==> src/rtl/parity_serializer.sv <==
// Parallel-to-serial transmitter: shifts out a DATA_W-bit word, optionally followed
// by an even/odd parity bit, with a valid/ready load handshake for gapless frames.
module parity_serializer #(
  parameter int DATA_W    = 7,
  parameter int MSB_FIRST = 0,
  parameter int CNT_W     = $clog2(DATA_W + 2)
) (
  input  logic              i_Clock,
  input  logic              i_Reset,
  input  logic [DATA_W-1:0] i_data,
  input  logic [1:0]        i_ParityMode,
  input  logic              i_Load,
  output logic              o_LoadReady,
  output logic              o_serialOutput,
  output logic              o_serialValid,
  output logic              o_Busy,
  output logic              o_Done,
  output logic [CNT_W-1:0]  o_BitCount
);

  typedef enum logic [1:0] {
    S_IDLE = 2'd0,
    S_DATA = 2'd1,
    S_PAR  = 2'd2
  } state_t;

  localparam logic [CNT_W-1:0] CNT_ZERO  = CNT_W'(0);
  localparam logic [CNT_W-1:0] CNT_ONE   = CNT_W'(1);
  localparam logic [CNT_W-1:0] LAST_DATA = CNT_W'(DATA_W - 1);
  localparam logic [CNT_W-1:0] PAR_IDX   = CNT_W'(DATA_W);

  // Mode 2 (odd) inverts the data XOR; modes 0/3 never send the bit.
  function automatic logic parity_of(input logic [DATA_W-1:0] d, input logic [1:0] mode);
    parity_of = (^d) ^ (mode == 2'd2);
  endfunction

  function automatic logic head_bit(input logic [DATA_W-1:0] d);
    if (MSB_FIRST != 0) head_bit = d[DATA_W-1];
    else                head_bit = d[0];
  endfunction

  function automatic logic [DATA_W-1:0] advance(input logic [DATA_W-1:0] d);
    if (MSB_FIRST != 0) advance = d << 1'b1;
    else                advance = d >> 1'b1;
  endfunction

  state_t              r_state;
  logic [DATA_W-1:0]   r_shift;
  logic                r_par;
  logic                r_par_en;
  logic                r_ser;
  logic                r_valid;
  logic                r_busy;
  logic                r_done;
  logic [CNT_W-1:0]    r_cnt;

  logic w_par_en_new;
  logic w_last;
  logic w_load_ready;
  logic w_accept;

  assign w_par_en_new = (i_ParityMode == 2'd1) || (i_ParityMode == 2'd2);
  assign w_last       = (r_state == S_PAR) ||
                        ((r_state == S_DATA) && (r_cnt == LAST_DATA) && !r_par_en);
  assign w_load_ready = !i_Reset && ((r_state == S_IDLE) || w_last);
  assign w_accept     = i_Load && w_load_ready;

  // Frame sequencer: shift register, parity and all registered outputs.
  always_ff @(posedge i_Clock) begin
    if (i_Reset) begin
      r_state  <= S_IDLE;
      r_shift  <= {DATA_W{1'b0}};
      r_par    <= 1'b0;
      r_par_en <= 1'b0;
      r_ser    <= 1'b0;
      r_valid  <= 1'b0;
      r_busy   <= 1'b0;
      r_done   <= 1'b0;
      r_cnt    <= CNT_ZERO;
    end else if (w_accept) begin
      r_state  <= S_DATA;
      r_shift  <= advance(i_data);
      r_par    <= parity_of(i_data, i_ParityMode);
      r_par_en <= w_par_en_new;
      r_ser    <= head_bit(i_data);
      r_valid  <= 1'b1;
      r_busy   <= 1'b1;
      r_done   <= (DATA_W == 1) ? !w_par_en_new : 1'b0;
      r_cnt    <= CNT_ZERO;
    end else begin
      case (r_state)
        S_DATA: begin
          if (w_last) begin
            r_state <= S_IDLE;
            r_ser   <= 1'b0;
            r_valid <= 1'b0;
            r_busy  <= 1'b0;
            r_done  <= 1'b0;
            r_cnt   <= CNT_ZERO;
          end else if (r_cnt == LAST_DATA) begin
            r_state <= S_PAR;
            r_ser   <= r_par;
            r_done  <= 1'b1;
            r_cnt   <= PAR_IDX;
          end else begin
            r_ser   <= head_bit(r_shift);
            r_shift <= advance(r_shift);
            r_done  <= ((r_cnt + CNT_ONE) == LAST_DATA) && !r_par_en;
            r_cnt   <= r_cnt + CNT_ONE;
          end
        end
        S_PAR: begin
          r_state <= S_IDLE;
          r_ser   <= 1'b0;
          r_valid <= 1'b0;
          r_busy  <= 1'b0;
          r_done  <= 1'b0;
          r_cnt   <= CNT_ZERO;
        end
        S_IDLE: begin
          r_ser   <= 1'b0;
          r_valid <= 1'b0;
          r_busy  <= 1'b0;
          r_done  <= 1'b0;
          r_cnt   <= CNT_ZERO;
        end
        default: begin
          r_state <= S_IDLE;
          r_ser   <= 1'b0;
          r_valid <= 1'b0;
          r_busy  <= 1'b0;
          r_done  <= 1'b0;
          r_cnt   <= CNT_ZERO;
        end
      endcase
    end
  end

  assign o_LoadReady    = w_load_ready;
  assign o_serialOutput = r_ser;
  assign o_serialValid  = r_valid;
  assign o_Busy         = r_busy;
  assign o_Done         = r_done;
  assign o_BitCount     = r_cnt;

endmodule

==> config.mk <==
export PLATFORM = sky130hd
export DESIGN_NAME = parity_serializer
export DESIGN_NICKNAME = d
export VERILOG_FILES = /design/src/rtl/parity_serializer.sv
export SDC_FILE = /design/constraint.sdc
export NUM_CORES = 1
export LEC_CHECK = 0
export BUFFER_PORTS_ARGS = -buffer_cell sky130_fd_sc_hd__buf_2
export CAP_MARGIN = 30
export CORE_AREA = 10 10 53 59
export DETAILED_ROUTE_END_ITERATION = 16
export DIE_AREA = 0 0 63 69
export PLACE_DENSITY = 0.77
export SYNTH_ARGS = -nofsm -noshare
export SYNTH_HDL_FRONTEND = slang
export SYNTH_SLANG_ARGS = --single-unit
==> constraint.sdc <==
create_clock -name i_Clock -period 1.6 [get_ports i_Clock]
set_input_delay 0.08 -clock i_Clock [delete_from_list [all_inputs] [get_ports i_Clock]]
set_output_delay 0.08 -clock i_Clock [all_outputs]
set_load 0.02 [all_outputs]
==> results of run 1 <==
==> cells in the mapped netlist (2+ instances only) <==
master	instances
a21oi_1	6
a211oi_2	5
xnor2_1	8
inv_1	7
ha_1	4
nand3_1	2
dfxtp_1	17
nor2_1	9
buf_6	2
nand2_1	2
nand3b_1	2
o21ai_0	3
mux2i_1	7
==> routing by layer <==
layer	global-route usage (%)	share of wire [%]
met2	15.90	55
met4	2.217	0
met1	8.501	41
met3	3.060	4.3
met5	0	0
==> cell families after synthesis <==
logic type | after synthesis | synth area share [%]
adders and majority gates | 4 | 5.823
buffers and inverters | 11 | 6.987
DFF | 17 | 39.59
muxes | 7 | 8.152
xor gates and xnor gates | 8 | 8.152
AOI/OAI and AO/OA | 17 | 15.28
and+or+nand+nor | 24 | 16.01
==> flip-flops by register name (all words and copies together), names as in the netlist <==
register	count
o_Busy	1
r_state	2
o_serialOutput	1
r_shift	6
r_par_en	1
o_Done	1
o_BitCount	4
r_par	1
==> path summary, 6_finish.rpt <==
check | cells past startpoint | slack, ps | end | startpoint
max reg2reg | 4 | 50 | r_shift[0] | r_state[1]
max | 7 | -80 | o_LoadReady | o_BitCount[0]
min reg2reg | 2 | 480 | r_shift[5] | r_shift[5]
min | 3 | 100 | o_serialOutput | i_data[0]
==> power by group through the flow <==
stage	combinational [W]	sequential [W]	clock, W
finish	0.000163	0.000461	0.000222
CTS	0.000159	0.000461	0.000226
global route	0.000181	0.000466	0.000251
detailed placement	0.000153	0.000470	0
global placement	0.000150	0.000469	0
floorplan	0.000106	0.000474	0
==> cell type report <==
type,count,area [um^2]
clock buffers,4,26.28
fillers,189,857.1
inverters,7,26.28
multi-input cells,60,500.5
flip-flops and latches,17,344.1
well taps,28,35.03
repair buffers,31,188.9
==> per-stage QoR <==
step | worst slack, ps | cell area, um^2 | setup TNS (ps) | cells | util [%]
after floorplan | 31.61 | 862.1 | 0 | 88 | -
after global placement | 71.06 | 1016 | 0 | 139 | 51.36
after detailed placement | 11.78 | 1016 | 0 | 139 | 51.36
after CTS | -96.44 | 1094 | -96.44 | 145 | 55.28
after global routing | -159.9 | 1121 | -202.8 | 147 | 56.67
final | -79.39 | 1121 | -79.39 | 147 | 56.67
==> cell usage in the layout (no fill, tap or decap), drive strengths merged <==
cell type | Yosys | layout
xnor2 | 8 | 8
nor3b | 1 | 1
or3 | 1 | 1
a21oi | 7 | 7
nand2 | 2 | 2
inv | 7 | 7
nand3 | 2 | 2
o21ai | 3 | 3
and3 | 1 | 1
or2 | 2 | 2
or3b | 2 | 2
o31a | 1 | 1
clkbuf | 0 | 4
nor2 | 9 | 9
mux2i | 7 | 7
nand3b | 3 | 3
nor4bb | 1 | 1
ha | 4 | 4
buf | 4 | 31
o22ai | 1 | 1
a211oi | 5 | 5
dfxtp | 17 | 17
==> worst max-delay path, delay by kind of cell, from the launching register on <==
family	cells	cell delay (ps)
flip-flops	1	330
AO/OA/AOI/OAI	1	120
adder cells (fa/ha/maj)	1	140
AND/OR/NAND/NOR	2	410
buffers and inverters	3	310
==> repair_timing <==
action	4_1_cts	5_1_grt
setup buffers	2	2
endpoints found under the setup margin	2	8
gates resized for setup	8	4
hold endpoints to repair	0	0
pin swaps	2	1
==> results.yml, run 1 <==
synth:
  yosysSeqAreaShare_pct: 39.59
  syn_nets: 104
  synth_edf_count: 0
  yosysTopAreaCell: "dfxtp_1"
  synth_area_um2: 859.6
  syn_area_per_cell_um2: 9.768
  synth_warnings: 0
  ys_ff_latch: 17
  synth-main-ff-cell: "dfxtp_1"
  ys_types: 27
  ys_top_cells_by_area: "dfxtp_1 (40%), mux2i_1 (8.2%), xnor2_1 (8.2%)"
  synth_top_cell_area_share_pct: 39.59
  synth-async-reset-ratio_pct: 0
  synthCells: 88
timing:
  setup_ws_ps: -79.39
  fmax_mhz: 595.5
  setup_viol: 1
  rsz0062_at_grt: "yes"
  finalHoldViolCount: 0
  finClkSkew_ps: 1.458
  worst_slew_pin_slew_ps: 329.5
  relSlewSlack_pct: 77.99
  fin_crit_ps: 1679
  fin_hold_ws_ps: 98.25
  period_share_pct: 105.0
  drv_slew: 0
die:
  die_h_um: 69
  start_util_pct: 43.45
  dieArea_um2: 4347
  ioPinCount: 21
  num_rows: 17
  fp.coreArea_um2: 1978
  die_w_um: 63
drt:
  avgRoutedWirePerCell_um: 12.25
  via_per_inst: 4.741
  vias: 697
  finalWirelength_um: 1801
  antenna_left: 0
  drt_first_pass_iters: 4
  drtIter0Drc: 41
  route.detailed.drc: 0
power:
  peakVddDrop_mv: 0.5465
  p_leak_nw: 0.5513
  powerDensity_nw_per_um2: 754.4
  p_switching_w: 0.0002181
  switching_share_pct: 25.79
  seqPwrFrac_pct: 54.6
  power_w: 0.0008458
  pwr-share-comb_pct: 19.2
  power.internal_w: 0.0006277
  p_clk_share_pct: 26.2
setup_path:
  crit_arrival_ps: 1600
  worstPathMaxFanout: 2
  cp_slowest_stage_delay_ps: 330
  crit_chain: "inv_2, ha_4, nand3b_4, buf_6, or3_4, a21oi_2, buf_4"
  crit_type: "flop to output pin"
  cp-start-kind: "flop"
  worst_setup_path_end_kind: "output pin"
  slowest_stage: "dfxtp_2"
  required_ps: 1520
run_status:
  violations: "negative setup slack"
  outcome: "finished with violations"
clock_tree:
  numCtsBuffers: 3
  postCtsHoldBufs: 0
  ctsHtreeMaxLevel: 1
  cts-root-buf: "clkbuf_4"
  clock_latency_ps: 280
  path_clk_slew_ps: 90
  clock-sinks: 17
  cts_tree: "done"
  clk_path_buf_depth: 2
cells_and_area:
  areaGrowthSynthToFinish_pct: 30.42
  num_antenna_cells: 0
  final_nets: 136
  drive_above_1_share_pct: 42.86
grt:
  gr-total-overflow: 0
  grt_pass1_wl_um: 3222
  antenna_found_initial: 0
  track_usage_pct: 8.500
  grt_max_degree: 16
  grt_pass1_vias: 775
hold_path:
  hold_path_class: "primary input to flop"
place:
  io_buffers: 20
  dp_hpwl_um: 1378
  gp_congestion: 0.7740
flow_run:
  timing.max_cap.violations: 0
Power figures use the tool's default switching activity.
==> inputs of run 2 (changes only) <==
--- a/config.mk
+++ b/config.mk
@@ -7,10 +7,11 @@
 export LEC_CHECK = 0
 export BUFFER_PORTS_ARGS = -buffer_cell sky130_fd_sc_hd__buf_2
 export CAP_MARGIN = 30
-export CORE_AREA = 10 10 53 59
+export CORE_AREA = 10 10 55 57
 export DETAILED_ROUTE_END_ITERATION = 16
-export DIE_AREA = 0 0 63 69
+export DIE_AREA = 0 0 65 67
 export PLACE_DENSITY = 0.77
+export SKIP_LAST_GASP = 1
 export SYNTH_ARGS = -nofsm -noshare
 export SYNTH_HDL_FRONTEND = slang
 export SYNTH_SLANG_ARGS = --single-unit
==> results.yml, run 2 (synthesis results as in run 1) <==
place:
  io_buffers: 20
  dp_hpwl_um: 1478
  dp_cells: 140
  placed_area_um2: 1030
  place_ws_ps: -19.16
  gp_congestion: 0.7562
clock_tree:
  clock-sinks: 17
  ctsHtreeMaxLevel: 1
  clk_path_buf_depth: 2
  cts_tree: "done"
  cts-root-buf: "clkbuf_4"
  path_clk_slew_ps: 100
  clock_latency_ps: 290
  numCtsBuffers: 3
setup_path:
  reg2reg_from: "o_BitCount[0]"
  crit_arrival_ps: 1640
  r2r_end: "r_shift[3]"
  critPathLaunch: "o_BitCount[0]"
  reg2reg_slack_ps: 10
  required_ps: 1520
  worstPathMaxFanout: 3
  worst_setup_path_end_kind: "output pin"
  endpoint: "o_LoadReady"
  crit_type: "flop to output pin"
  cp-start-kind: "flop"
  reg2reg_depth: 9
drt:
  wl_met1_um: 814
  finalWirelength_um: 1962
  top_layer_used: "met4"
  drtIter0Drc: 15
  wl_met3_um: 104
  vias: 735
  via_per_inst: 4.966
  route.detailed.drc: 0
  drt_first_pass_iters: 4
  avgRoutedWirePerCell_um: 13.26
  dr_wl_met2_um: 978
  antenna_left: 0
timing:
  period_share_pct: 107.3
  worst_slew_pin_slew_ps: 310.1
  finClkSkew_ps: 3.764
  fin_crit_ps: 1717
  setup_viol: 1
  drv_slew: 0
  fmax_mhz: 582.3
  setup_ws_ps: -117.4
  rsz0062_at_grt: "yes"
  finalHoldViolCount: 0
  relSlewSlack_pct: 79.28
grt:
  grt_pass1_wl_um: 3063
  antenna_found_initial: 0
  grt_pass1_vias: 734
  track_usage_pct: 9.110
  grt_max_degree: 13
  gr-total-overflow: 0
die:
  dieArea_um2: 4355
  start_util_pct: 44.27
  die_h_um: 67
  fp.coreArea_um2: 1942
  num_rows: 16
  ioPinCount: 21
  die_w_um: 65
cells_and_area:
  fillers: 169
  final_nets: 138
  final_common_cell: "buf_2"
  num_antenna_cells: 0
  final_cells: 148
  largest_register_ffs: 6
  areaGrowthSynthToFinish_pct: 37.26
  mostFrequentLayoutCells: "buf_2 (19), dfxtp_1 (15), buf_4 (11), nor2_1 (8), xnor2_1 (8)"
  drive_above_1_share_pct: 46.28
  design_area_um2: 1180
  max_flop_register: "r_shift"
  final_core_util_pct: 60.76
run_status:
  violations: "negative setup slack"
  outcome: "finished with violations"
power:
  peakVddDrop_mv: 0.6332
  powerDensity_nw_per_um2: 745.4
  p_leak_nw: 0.5587
hold_path:
  hold_path_class: "primary input to flop"
flow_run:
  timing.max_cap.violations: 0
run 2: changes by cell type in the layout (fill, tap and decap cells not counted):
| cell | previous run | this run |
|---|---|---|
| nor2_1 | 9 | 8 |
| dfxtp_2 | 3 | 2 |
| nor2_2 | 0 | 1 |
| dfxtp_1 | 14 | 15 |
| clkinv_2 | 0 | 1 |
| mux2i_2 | 0 | 1 |
| mux2i_4 | 0 | 2 |
| mux2i_1 | 7 | 4 |
| or3b_4 | 1 | 0 |
| buf_12 | 0 | 1 |
| or3b_1 | 0 | 1 |
| clkbuf_1 | 1 | 0 |
| buf_6 | 1 | 2 |
run 2: worst min path at each step:
stage                   start  cells past startpoint  slack [ps]        endpoint
finish              i_data[0]                      3          70  o_serialOutput
global route        i_data[0]                      3          60  o_serialOutput
CTS                 i_data[0]                      3          70  o_serialOutput
detailed placement  i_data[0]                      3         390  o_serialOutput
global placement    i_data[0]                      3         390  o_serialOutput
floorplan           i_data[0]                      2         230  o_serialOutput
run 2: final cells by class:
type                            instances  area (um^2)  area share, %
Clock buffer                            3        22.52          1.909
Sequential cell                        17        342.8          29.06
Inverter                                7        26.28          2.227
Clock inverter                          1        5.005         0.4242
Tap cell                               27        33.78          2.863
Multi-Input combinational cell         60        529.3          44.86
Timing Repair Buffer                   33        220.2          18.66
run 2: repair_timing:
item,in CTS,in global routing
endpoints found under the setup margin,6,7
gates resized for setup,7,10
hold buffers,0,0
pin swaps,2,7
buffers inserted,1,3
run 2: where the power goes:
part | leakage [nW] | total [W] | switching (W) | internal, W
clock | 0.0177 | 0.000229 | 0.000136 | 0.0000930
sequential | 0.140 | 0.000468 | 0.0000206 | 0.000447
combinational | 0.401 | 0.000183 | 0.0000865 | 0.0000962
total | 0.559 | 0.000880 | 0.000243 | 0.000636
run 2: per-layer routing:
| layer | GRT usage, % | vias up |
|---|---|---|
| met2 | 16.75 | 19 |
| met5 | 0 | - |
| met3 | 3.177 | 6 |
| met1 | 8.529 | 343 |
| li1 | - | 367 |
| met4 | 5.615 | 0 |
run 2: metrics by stage:
step                power (W)  hold WS, ps  TNS [ps]
CTS                 0.0008570        72.81    -122.3
global route        0.0009228        63.32    -451.3
floorplan           0.0005801        233.5         0
finish              0.0008795        73.32    -117.4
global placement    0.0006218        388.4         0
detailed placement  0.0006285        388.3    -38.91
run 2: critical path, cell delays in order (launching register included):
cell,delay (ps)
dfxtp_2,340
inv_2,60
ha_4,140
nand3b_4,80
buf_6,120
or3_4,320
a21oi_2,150
buf_6,130
==> inputs of run 3 (changes only) <==
--- a/config.mk
+++ b/config.mk
@@ -10,6 +10,7 @@
 export CORE_AREA = 10 10 55 57
 export DETAILED_ROUTE_END_ITERATION = 16
 export DIE_AREA = 0 0 65 67
+export GPL_TIMING_DRIVEN = 0
 export PLACE_DENSITY = 0.77
 export SKIP_LAST_GASP = 1
 export SYNTH_ARGS = -nofsm -noshare
==> results.yml, run 3 (synthesis results as in run 1) <==
grt:
  grt_pass1_vias: 647
  grt_use_met3_pct: 3.177
  antenna_found_initial: 0
  grt_busiest_layer: "met2"
  grt_pass1_wl_um: 2967
  grt_max_degree: 11
  gr-usage-met1_pct: 10.60
  use_met2_pct: 12.93
  track_usage_pct: 8.396
  gr-total-overflow: 0
setup_path:
  crit_arrival_ps: 1600
  worst_setup_path_end_kind: "output pin"
  required_ps: 1520
  crit_type: "flop to output pin"
  cp-start-kind: "flop"
  worstPathMaxFanout: 4
power:
  p_switching_w: 0.0002489
  p_clk_share_pct: 27.3
  seqPwrFrac_pct: 52.2
  p_leak_nw: 0.5709
  switching_share_pct: 28.28
  powerDensity_nw_per_um2: 756.3
  power.internal_w: 0.0006312
  pwr-share-comb_pct: 20.5
  peakVddDrop_mv: 0.5019
cells_and_area:
  max_flop_register: "r_shift"
  final_common_cell: "buf_2"
  largest_register_ffs: 6
  areaGrowthSynthToFinish_pct: 35.37
  drive_above_1_share_pct: 42.15
  num_antenna_cells: 0
  mostFrequentLayoutCells: "buf_2 (20), dfxtp_1 (15), nor2_1 (9), xnor2_1 (8)"
  final_nets: 138
drt:
  drtIter0Drc: 13
  avgRoutedWirePerCell_um: 12.95
  drt_first_pass_iters: 4
  vias: 689
  finalWirelength_um: 1916
  route.detailed.drc: 0
  via_per_inst: 4.655
  antenna_left: 0
timing:
  drv_slew: 0
  finClkSkew_ps: 17.84
  fin_hold_ws_ps: 72.37
  rsz0062_at_grt: "yes"
  setup_ws_ps: -75.50
  period_share_pct: 104.7
  finalSetupTns_ps: -114.8
  finalHoldViolCount: 0
  relSlewSlack_pct: 59.70
  worst_slew_pin_slew_ps: 604.5
  fmax_mhz: 596.8
  fin_crit_ps: 1675
  setup_viol: 4
die:
  num_rows: 16
  start_util_pct: 44.27
  die_w_um: 65
  dieArea_um2: 4355
  die_h_um: 67
  fp.coreArea_um2: 1942
  ioPinCount: 21
run_status:
  outcome: "finished with violations"
  violations: "negative setup slack"
clock_tree:
  cts-root-buf: "clkbuf_4"
  path_clk_slew_ps: 120
  ctsHtreeMaxLevel: 1
  clock-sinks: 17
  clk_path_buf_depth: 2
  clock_latency_ps: 300
  numCtsBuffers: 3
  cts_tree: "done"
place:
  gp_congestion: 0.7061
  io_buffers: 20
  dp_hpwl_um: 1336
hold_path:
  hold_path_class: "primary input to flop"
flow_run:
  timing.max_cap.violations: 0
[run 3: cell count changes in the layout (fill, tap and decap cells not counted), sizes merged]
cell / previous run / this run
buf: 33 / 32
clkbuf: 3 / 4
[run 3: what timing repair did]
| item | CTS | global route |
|---|---|---|
| endpoints found under the setup margin | 13 | 15 |
| hold endpoints to repair | 0 | 0 |
| setup buffers | 4 | 3 |
| hold buffers | 0 | 0 |
| pin swaps | 3 | 5 |
| gates cloned | 0 | 2 |
| gates resized for setup | 8 | 8 |
[run 3: layout make-up]
class | instances | area (um^2)
Inverter | 7 | 28.78
Tap cell | 27 | 33.78
Timing Repair Buffer | 29 | 192.7
Fill cell | 171 | 778.2
Clock inverter | 1 | 5.005
Buffer | 4 | 37.54
Multi-Input combinational cell | 60 | 495.5
Sequential cell | 17 | 347.8
Clock buffer | 3 | 22.52
[run 3: final timing paths]
| kind | end | cells past startpoint | slack, ps | from |
|---|---|---|---|---|
| max | o_LoadReady | 6 | -80 | o_BitCount[0] |
| min reg2reg | r_shift[5] | 2 | 480 | r_shift[5] |
| min | o_Done | 4 | 70 | i_Reset |
| max reg2reg | r_shift[2] | 8 | -40 | o_BitCount[0] |
[run 3: per-stage QoR]
step | std cells | worst slack [ps] | total power [W] | cell area [um^2] | util [%]
6_report | 148 | -75.50 | 0.0008801 | 1164 | 59.92
2_1_floorplan | 88 | 31.61 | 0.0005801 | 862.1 | -
5_1_grt | 148 | -147.3 | 0.0009185 | 1164 | 59.92
3_3_place_gp | 135 | -43.38 | 0.0006202 | 996.0 | 51.29
4_1_cts | 143 | -49.55 | 0.0008459 | 1086 | 55.93
3_5_place_dp | 135 | -122.1 | 0.0006250 | 996.0 | 51.29
[run 3: worst max-delay path, cell delays in order, from the launching register on]
cell and delay (ps):
dfxtp_4 370, inv_4 50, ha_4 140, nand3b_4 100, or3_4 340, a21oi_2 150, buf_6 140
[run 3: metal layers]
metal  vias up  routed length, um
met5         -                  0
met3         0                 92
met4         0                  0
met2        13                928
li1        365                  -
met1       311                895
[run 3: power groups by stage]
stage | Clock (W) | Combinational (W) | Sequential, W
2_1_floorplan | 0 | 0.000106 | 0.000474
3_3_place_gp | 0 | 0.000149 | 0.000471
3_5_place_dp | 0 | 0.000153 | 0.000472
4_1_cts | 0.000227 | 0.000160 | 0.000459
5_1_grt | 0.000259 | 0.000197 | 0.000462
6_report | 0.000240 | 0.000180 | 0.000460
